[src/rtl/pe_psum_accum.sv]
// Partial-sum accumulator: loads a bias, adds a configured number of signed beats with saturation, then presents the result.
// Latency: result valid 1 cycle after the last accepted beat; back-to-back starts are accepted on the result handshake.
module pe_psum_accum #(
    parameter int ASUMDWD = 17,
    parameter int ACCWD   = 20,
    parameter int CNTWD   = 8
) (
    input  logic                     clk,
    input  logic                     rst_n,
    input  logic                     i_cfg_valid,
    output logic                     o_cfg_ready,
    input  logic [CNTWD-1:0]         i_len,
    input  logic signed [ACCWD-1:0]  i_bias,
    input  logic signed [ASUMDWD-1:0] i_sum,
    input  logic                     i_sum_valid,
    output logic                     o_sum_ready,
    output logic signed [ACCWD-1:0]  o_psum,
    output logic                     o_sat,
    output logic                     o_psum_valid,
    input  logic                     i_psum_ready
);

    typedef enum logic [1:0] {IDLE, ACC, OUT} state_t;

    state_t                  state;
    logic signed [ACCWD-1:0] acc;
    logic [CNTWD:0]          cnt;
    logic                    sat;

    logic signed [ACCWD:0]   acc_ext;
    logic signed [ACCWD:0]   sum_ext;
    logic signed [ACCWD:0]   sum_wide;
    logic                    ovf;
    logic signed [ACCWD-1:0] sum_sat;
    logic                    beat;
    logic                    cfg_take;
    logic [CNTWD:0]          len_load;

    // One guard bit is enough: a sign-extended ASUMDWD addend cannot overflow ACCWD+1 bits.
    assign acc_ext  = {acc[ACCWD-1], acc};
    assign sum_ext  = {{(ACCWD+1-ASUMDWD){i_sum[ASUMDWD-1]}}, i_sum};
    assign sum_wide = acc_ext + sum_ext;
    assign ovf      = sum_wide[ACCWD] ^ sum_wide[ACCWD-1];

    always_comb begin
        sum_sat = sum_wide[ACCWD-1:0];
        if (ovf) begin
            sum_sat = sum_wide[ACCWD] ? {1'b1, {(ACCWD-1){1'b0}}} : {1'b0, {(ACCWD-1){1'b1}}};
        end
    end

    assign len_load = (i_len == '0) ? {1'b1, {CNTWD{1'b0}}} : {1'b0, i_len};
    assign beat     = i_sum_valid && (state == ACC);

    // o_cfg_ready is a pure state decode; in OUT a start only takes effect together
    // with the result handshake so a pending result is never dropped.
    assign cfg_take = i_cfg_valid && ((state == IDLE) || ((state == OUT) && i_psum_ready));

    assign o_cfg_ready  = (state == IDLE) || (state == OUT);
    assign o_sum_ready  = (state == ACC);
    assign o_psum_valid = (state == OUT);
    assign o_psum       = acc;
    assign o_sat        = sat;

    always_ff @(posedge clk or negedge rst_n) begin
        if (!rst_n) begin
            state <= IDLE;
            acc   <= '0;
            cnt   <= '0;
            sat   <= 1'b0;
        end else begin
            case (state)
                IDLE: begin
                    if (cfg_take) begin
                        state <= ACC;
                        acc   <= i_bias;
                        cnt   <= len_load;
                        sat   <= 1'b0;
                    end
                end
                ACC: begin
                    if (beat) begin
                        acc <= sum_sat;
                        cnt <= cnt - 1'b1;
                        if (ovf) begin
                            sat <= 1'b1;
                        end
                        if (cnt == {{CNTWD{1'b0}}, 1'b1}) begin
                            state <= OUT;
                        end
                    end
                end
                OUT: begin
                    if (cfg_take) begin
                        state <= ACC;
                        acc   <= i_bias;
                        cnt   <= len_load;
                        sat   <= 1'b0;
                    end else if (i_psum_ready) begin
                        state <= IDLE;
                    end
                end
                default: state <= IDLE;
            endcase
        end
    end

endmodule

[config.mk]
export PLATFORM = sky130hd
export DESIGN_NAME = pe_psum_accum
export DESIGN_NICKNAME = d
export VERILOG_FILES = /design/src/rtl/pe_psum_accum.sv
export SDC_FILE = /design/constraint.sdc
export NUM_CORES = 1
export LEC_CHECK = 0
export CAP_MARGIN = 20
export CORE_MARGIN = 3
export CORE_UTILIZATION = 40
export DETAILED_ROUTE_END_ITERATION = 8
export PLACE_DENSITY = 0.82
export RECOVER_POWER = 50
export SLEW_MARGIN = 5
export SYNTH_ARGS = -nofsm -noshare
export SYNTH_HDL_FRONTEND = slang
export SYNTH_SLANG_ARGS = --single-unit
[constraint.sdc]
create_clock -name clk -period 2.62 [get_ports clk]
set_input_delay 0.524 -clock clk [delete_from_list [all_inputs] [get_ports clk]]
set_output_delay 0.524 -clock clk [all_outputs]
set_load 0.005 [all_outputs]
==> results.toml, run 1 <==
[cells_and_area]
final_cell_mix = "clkdlybuf4s50_1 (62), buf_4 (56), nor2_1 (34), a21oi_1 (34), dfrtp_1 (32)"
syn_to_final_growth_pct = 61.7
diodes = 0
nets = 514
final_common_cell = "clkdlybuf4s50_1"
drive_above_1_share = 0.287

[timing]
worst_slew_pin_slew_ps = 1780
setup_violations = 1
hold-worst-slack_ps = 523
timing.final.max_slew_violations = 33
hold_viol = 0
rsz0062_at_grt = "yes"
fin_crit_ps = 2630
fmax_mhz = 380
skew_ps = 10.8
fin_ws_ps = -14.3
fin_crit_sh = 1.01
relSlewSlack = -0.187

[synthesis]
yosysSeqAreaShare = 0.299
synth.distinct_cells = 54
yosys_most_used_dff = "dfrtp_1"
syn_avg_cell_area_um2 = 8.65
synth_area_leaders = "dfrtp_1 (30%), ha_1 (10%), a21oi_1 (7.5%)"
synth_nets = 383
synth_largest_area_cell = "dfrtp_1"
synth-seq-cells = 32
synth-edff-count = 0
ys_warn_count = 0
syn_area_mm2 = 0.00268
ys_async_sr_fraction = 1.00
netlist.area_leader.share = 0.299
synth_cells = 310

[clocking]
cts_tree = "built"
h-tree-depth = 2
clockBufferDepth = 2
cts_root_buf = "clkbuf_8"
cts_buffers = 5
path_clk_slew_ps = 80
clk_latency_ps = 310
cts_sinks = 32

[pwr]
leakage_nw = 1.79
power.total_mw = 5.37
power_per_cell_area_mw_per_mm2 = 1240
ir_drop_v = 0.000565

[global_route]
track_usage = 0.243
grt_max_degree = 33
antenna_found_initial = 0
first_global_vias = 3190
grt-ovfl-total = 0
grt_pass1_wl_mm = 14.6

[critical_path]
r2r_slack_ps = 30
start_kind = "input port"
timing.rr.end = "o_psum[13]"
worstRegToRegCells = 12
arrival_ps = 2820
cp_max_fo = 2
cp.required_ps = 2800
r2r-start = "o_psum[0]"
critical_path_class = "in -> reg"
critPathCaptureType = "flip-flop"

[routing]
drt-initial-drc-count = 196
wl_per_cell_um = 18.3
drc = 0
first_pass_iters = 5
ant_nets = 0
vias_per_cell = 5.96
routed_wl_mm = 9.47
num_vias = 3093

[placement]
place_congestion = 0.919
portBuffers = 73
place.detailed.hpwl_mm = 6.09

[hold_path]
worstHoldStart = "o_sat"
hold_path_end = "o_sat"
holdPathStages = 1
hold_path_class = "reg -> reg"

[flow_run]
max_cap_viol_count = 1

[floorplanning]
die_area_mm2 = 0.00772
io_pins = 74
core_mm2 = 0.00642
die_h_um = 87.9
start_util = 0.418
die_x_um = 87.9
placementRows = 29

[run_status]
status = "finished with violations"
violations = "capacitance limit, slew limit, setup timing"
## stage by stage
| stage | setup WS [ps] | TNS (ps) | instance area, um2 | std cells | util |
|---|---|---|---|---|---|
| finish | -14.3 | -14.3 | 4340 | 519 | 0.675 |
| floorplan | 8.44 | 0 | 2700 | 310 | - |
| global route | -200 | -1060 | 4340 | 519 | 0.675 |
| detailed placement | -594 | -11240 | 3850 | 501 | 0.599 |
| global placement | -533 | -10260 | 3850 | 501 | 0.599 |
| CTS | 8.82 | 0 | 4240 | 517 | 0.661 |
## what timing repair did
action,4_1_cts,5_1_grt
setup endpoints to repair,21,21
pin swaps,19,20
gates cloned,4,0
hold buffers,0,0
resized for setup,45,17
setup buffers,4,3
## sequential cells by signal (all words and copies together), names as in the netlist
register	cells
state	2
cnt	9
o_psum	20
o_sat	1
## metal layers
metal,share of wire,up-vias,track usage
li1,-,1446,-
met1,0.39,1470,0.293
met2,0.52,142,0.432
met3,0.054,35,0.0235
met4,0.035,0,0.119
met5,0,-,0
## critical path, cell delays in order
cell and delay, ps:
dlygate4sd2_1 280, ha_1 320, a211oi_2 190, buf_4 150, nor3_2 50, buf_4 150
o21a_1 200, o21ai_0 330, a21oi_1 160, nor2_1 140, xor2_1 210, o221ai_2 120
## logic make-up after synthesis
family                   synth area share
AO/OA/AOI/OAI                       0.320
adder cells (fa/ha/maj)             0.110
flip-flops                          0.299
XOR/XNOR                           0.0522
multiplexers                      0.00373
buffers and inverters              0.0415
AND/OR/NAND/NOR                     0.174
## where the power goes
part	switching, mW	internal [mW]	total (mW)
clock network	0.216	0.281	0.497
registers	0.263	0.728	0.991
logic	1.87	2.02	3.89
## cell type report
type	count	area (um2)
Timing Repair Buffer	133	1190
Clock inverter	3	42.5
Tap cell	77	96.3
Fill cell	500	2090
Clock buffer	5	68.8
Multi-Input combinational cell	259	2100
Sequential cell	32	801
Inverter	10	37.5
## how the worst max path moves through the flow
stage	slack (ps)	depth (start not counted)	startpoint	endpoint
floorplan	8	12	i_sum[0]	o_psum[18]
global placement	-530	11	i_sum[1]	o_psum[18]
detailed placement	-590	11	i_sum[1]	o_psum[9]
CTS	9	11	i_sum[13]	o_psum[18]
global route	-200	12	i_sum[1]	o_psum[13]
finish	-10	12	i_sum[1]	o_psum[13]
## synth_stat cells (all sizes together) (6+ instances only)
master,instances
a21o,10
a21oi,41
buf,6
clkbuf,6
dfrtp,32
ha,22
inv,10
nand2,13
nand3,10
nor2,34
nor3,7
o21ai,21
o221ai,18
o22ai,6
xnor2,8
xor2,8
No activity file was read; power rests on OpenSTA's default activity.
==> inputs of run 2 (changes only) <==
--- a/config.mk
+++ b/config.mk
@@ -11,6 +11,7 @@
 export DETAILED_ROUTE_END_ITERATION = 8
 export PLACE_DENSITY = 0.82
 export RECOVER_POWER = 50
+export REMOVE_ABC_BUFFERS = 1
 export SLEW_MARGIN = 5
 export SYNTH_ARGS = -nofsm -noshare
 export SYNTH_HDL_FRONTEND = slang
==> results.toml, run 2 (synthesis gave the netlist of run 1 again) <==
[run_status]
status = "finished clean"

[cells_and_area]
nets = 519
fin_util = 0.698
syn_to_final_growth_pct = 67.1
drive_above_1_share = 0.315
diodes = 0
largest_reg_flops = 20
stdcell_count = 524
final_cell_mix = "clkdlybuf4s50_1 (58), buf_4 (58), a21oi_1 (34), nor2_1 (32), dfrtp_1 (32)"

[floorplanning]
die_x_um = 87.9
die_area_mm2 = 0.00772
die_h_um = 87.9
placementRows = 29
core_mm2 = 0.00642
io_pins = 74
start_util = 0.418

[critical_path]
cp_max_fo = 5
cp.buffers_inverters = 1
critical_path_class = "in -> reg"
crit_path_max_incr_delay_ps = 400
path_cells = "dlygate4sd2_1, ha_2, o21ai_1, nor3_4, o2111ai_2, a21boi_2, or3_4, a2bb2o_4, nand3_4, o221ai_2"
critPathCaptureType = "flip-flop"
critPathTopFamily = "compound AO/OA/AOI/OAI gates"
slowest_stage = "or3_4"
arrival_ps = 2770
start_kind = "input port"
cp.required_ps = 2790

[pwr]
power_per_cell_area_mw_per_mm2 = 1260
ir_drop_v = 0.000479
leakage_nw = 1.85

[timing]
relSlewSlack = 0.408
fin_crit_sh = 0.996
worst_slew_pin_slew_ps = 889
fin_crit_ps = 2610
fin_ws_ps = 10.3
rsz0062_at_grt = "yes"
hold-worst-slack_ps = 521
timing.final.max_slew_violations = 0
setup_violations = 0
hold_viol = 0
skew_ps = 9.11
fin_setup_tns_ps = 0
fmax_mhz = 383

[hold_path]
hold_path_class = "reg -> reg"

[routing]
vias_per_cell = 6.10
first_pass_iters = 4
num_vias = 3195
routed_wl_mm = 10.1
drc = 0
drt-initial-drc-count = 232
ant_nets = 0
wl_per_cell_um = 19.3

[flow_run]
max_cap_viol_count = 0

[clocking]
clk_latency_ps = 300
cts_root_buf = "clkbuf_8"
h-tree-depth = 2
cts-hold-fix-buffers = 0
clockBufferDepth = 2
path_clk_slew_ps = 70
cts_tree = "built"
cts_sinks = 32
cts_buffers = 5

[global_route]
grt-ovfl-total = 0
grt_pass1_wl_mm = 15.3
track_usage = 0.253
antenna_found_initial = 0
first_global_vias = 3265
grt_max_degree = 33

[placement]
post-place-ws_ps = -673
place.detailed.hpwl_mm = 6.30
dpl.cell_count = 509
place_congestion = 0.955
portBuffers = 73
==> run 2: changes by cell type in the layout (fill, tap and decap cells not counted), moves of 3 or more <==
cell	delta
o21ai_1	+4
ha_4	+4
ha_1	-6
clkdlybuf4s50_1	-4
clkbuf_2	+3
==> run 2: worst register-to-register path, stage by stage (launching register included) <==
cell and delay (ps):
dfrtp_1 420, ha_4 270, a211oi_4 250, buf_6 140, nor3_4 40, o2111ai_2 240, a21boi_2 100, or3_4 400
a2bb2o_4 290, nand3_4 180, o221ai_2 140
==> run 2: timing repair <==
action | CTS | global route
endpoints found under the setup margin | 21 | 20
gates resized for setup | 39 | 46
buffers inserted | 2 | 1
cloned | 4 | 0
pin swaps | 26 | 29
==> run 2: power by group <==
| part | switching (mW) | total [mW] | internal [mW] |
|---|---|---|---|
| clock network | 0.204 | 0.486 | 0.282 |
| logic | 1.98 | 4.15 | 2.18 |
| registers | 0.273 | 1.00 | 0.728 |
| total | 2.45 | 5.64 | 3.19 |
==> run 2: cell type report <==
cell class              instances  area, um2
multi-input cells             259       2180
fillers                       460       1940
repair buffers                138       1260
flip-flops and latches         32        801
well taps                      77       96.3
clock buffers                   6       72.6
inverters                      10       37.5
clock inverters                 2       35.0
==> run 2: path summary, 6_finish.rpt <==
path / slack [ps] / start / cells after the start / end
worst max-delay path: 10 / i_sum[2] / 10 / o_psum[15]
worst min-delay path: 520 / o_sat / 1 / o_sat
worst max register to register: 20 / o_psum[1] / 10 / o_psum[15]
worst min register to register: 520 / o_sat / 1 / o_sat
max in group asynchronous: 1180 / rst_n / 2 / o_psum[14]
min in group asynchronous: 870 / rst_n / 2 / cnt[3]
==> run 2: through the flow <==
step / cell area, um2 / power (mW)
floorplan: 2610 / 2.74
global placement: 3910 / 4.09
detailed placement: 3910 / 4.22
CTS: 4260 / 5.13
global route: 4480 / 6.00
finish: 4480 / 5.64
==> run 2: layer usage <==
layer  up-vias  share of wire  GRT usage
li1       1459              -          -
met1      1522           0.38      0.298
met2       160           0.50      0.432
met3        54          0.067     0.0423
met4         0          0.048      0.146
met5         -              0          0
==> inputs of run 3 (changes only) <==
--- a/config.mk
+++ b/config.mk
@@ -9,7 +9,7 @@
 export CORE_MARGIN = 3
 export CORE_UTILIZATION = 40
 export DETAILED_ROUTE_END_ITERATION = 8
-export PLACE_DENSITY = 0.82
+export PLACE_DENSITY = 0.79
 export RECOVER_POWER = 50
 export REMOVE_ABC_BUFFERS = 1
 export SLEW_MARGIN = 5
==> constraint.sdc (replaced) <==
create_clock -name clk -period 2.7 [get_ports clk]
set_input_delay 0.54 -clock clk [delete_from_list [all_inputs] [get_ports clk]]
set_output_delay 0.54 -clock clk [all_outputs]
set_load 0.005 [all_outputs]
==> results.toml, run 3 (synthesis gave the netlist of run 1 again) <==
[cells_and_area]
drive_above_1_share = 0.289
largest_reg_flops = 20
final_common_cell = "buf_4"
fillCellCount = 481
diodes = 0
nets = 525
syn_to_final_growth_pct = 65.1
final_cell_mix = "buf_4 (68), clkdlybuf4s50_1 (53), a21oi_1 (37), nor2_1 (33), dfrtp_1 (32)"
stdcell_count = 530

[timing]
timing.final.max_slew_violations = 0
hold_viol = 0
fin_setup_tns_ps = 0
setup_violations = 0
skew_ps = 3.03
fin_crit_sh = 0.972
worst_slew_pin_slew_ps = 859
fmax_mhz = 381
fin_crit_ps = 2620
relSlewSlack = 0.427

[clocking]
cts_root_buf = "clkbuf_8"
cts-hold-fix-buffers = 0
cts_tree = "built"
clk_latency_ps = 290
path_clk_slew_ps = 70
cts_sinks = 32
cts_buffers = 5
h-tree-depth = 2
clockBufferDepth = 2

[pwr]
p_sw_frac = 0.427
combPwrFrac = 0.725
power_per_cell_area_mw_per_mm2 = 1180
leakage_nw = 1.85
p_seq_frac = 0.184
power_frac_clock = 0.091
ir_drop_v = 0.000588
switchingPower_mw = 2.23
internal-power_mw = 2.99

[floorplanning]
core_mm2 = 0.00642
start_util = 0.418
placementRows = 29
die_h_um = 87.9
io_pins = 74
die_x_um = 87.9
die_area_mm2 = 0.00772

[global_route]
grt_max_degree = 33
grt_pass1_wl_mm = 14.4
antenna_found_initial = 0
grt.busiest_layer = "met2"
track_usage = 0.237
first_global_vias = 3183
use_met3 = 0.0395
use_met2 = 0.421
grt-ovfl-total = 0
grt_util_met1 = 0.287

[critical_path]
cp_max_fo = 5
start_kind = "input port"
arrival_ps = 2860
critPathCaptureType = "flip-flop"
critical_path_class = "in -> reg"
cp.required_ps = 2930

[routing]
ant_nets = 0
drc = 0
num_vias = 3075
vias_per_cell = 5.80
wl_per_cell_um = 17.6
first_pass_iters = 7
routed_wl_mm = 9.35
drt-initial-drc-count = 122

[flow_run]
max_cap_viol_count = 0

[run_status]
status = "finished clean"

[placement]
place.detailed.hpwl_mm = 6.09
place_congestion = 0.894
portBuffers = 73
dpl.cell_count = 511

[hold_path]
hold_path_class = "reg -> reg"
-- run 3: changes by cell type in the layout (fill, tap and decap cells not counted), moves of 5 or more --
cell | previous run | this run
dlygate4sd3_1 | 1 | 11
clkdlybuf4s50_1 | 58 | 53
ha_1 | 6 | 11
buf_4 | 58 | 68
-- run 3: layout make-up --
type / instances / area, um2 / area share
clock inverter: 2 / 35.0 / 0.00791
inverter: 10 / 37.5 / 0.00847
sequential: 32 / 801 / 0.181
clock buffer: 6 / 72.6 / 0.0164
timing repair buffer: 144 / 1280 / 0.290
multi-input combinational: 259 / 2100 / 0.475
tap: 77 / 96.3 / 0.0218
-- run 3: power by group through the flow --
stage	Sequential (mW)	Combinational, mW	Clock, mW
2_1_floorplan	0.897	1.76	0
3_3_place_gp	0.912	3.06	0
3_5_place_dp	0.919	3.15	0
4_1_cts	0.929	3.35	0.476
5_1_grt	0.989	4.12	0.506
6_report	0.958	3.78	0.474
-- run 3: path summary, 6_finish.rpt --
| path | start | end | slack (ps) | cells past startpoint |
|---|---|---|---|---|
| min in group asynchronous | rst_n | o_psum[1] | 880 | 2 |
| min reg2reg | o_sat | o_sat | 530 | 1 |
| max in group asynchronous | rst_n | o_psum[2] | 1280 | 2 |
| max reg2reg | o_psum[0] | o_psum[19] | 150 | 11 |
| min | o_sat | o_sat | 530 | 1 |
| max | i_sum[7] | o_sat | 80 | 11 |
-- run 3: stage by stage --
stage          hold slack [ps]  power [mW]  worst slack (ps)  cell area [um2]  utilization
5_1_grt                    548        5.61             -21.8             4430        0.690
6_report                   528        5.21              75.8             4430        0.690
4_1_cts                    520        4.75              10.5             4150        0.647
2_1_floorplan              244        2.66              -154             2610            -
3_3_place_gp               497        3.97              -473             3910        0.609
3_5_place_dp               504        4.07              -548             3910        0.609
-- run 3: repair_timing --
| action | CTS | global route |
|---|---|---|
| setup endpoints to repair | 21 | 21 |
| setup buffers | 4 | 4 |
| cloned | 1 | 2 |
| pin swaps | 11 | 18 |
| gates resized for setup | 22 | 38 |
-- run 3: layer usage --
layer	wire length, um	vias to the layer above
li1	-	1470
met1	3960	1484
met2	4750	102
met3	418	19
met4	214	0
met5	0	-
-- run 3: critical path: stages --
cell             delay (ps)
clkdlybuf4s50_1         510
ha_4                    230
o21a_1                  160
o21a_1                  190
o2111ai_2               110
a21boi_2                110
or3_4                   350
a2bb2o_4                280
buf_4                   150
a21oi_2                 120
a21o_1                  110
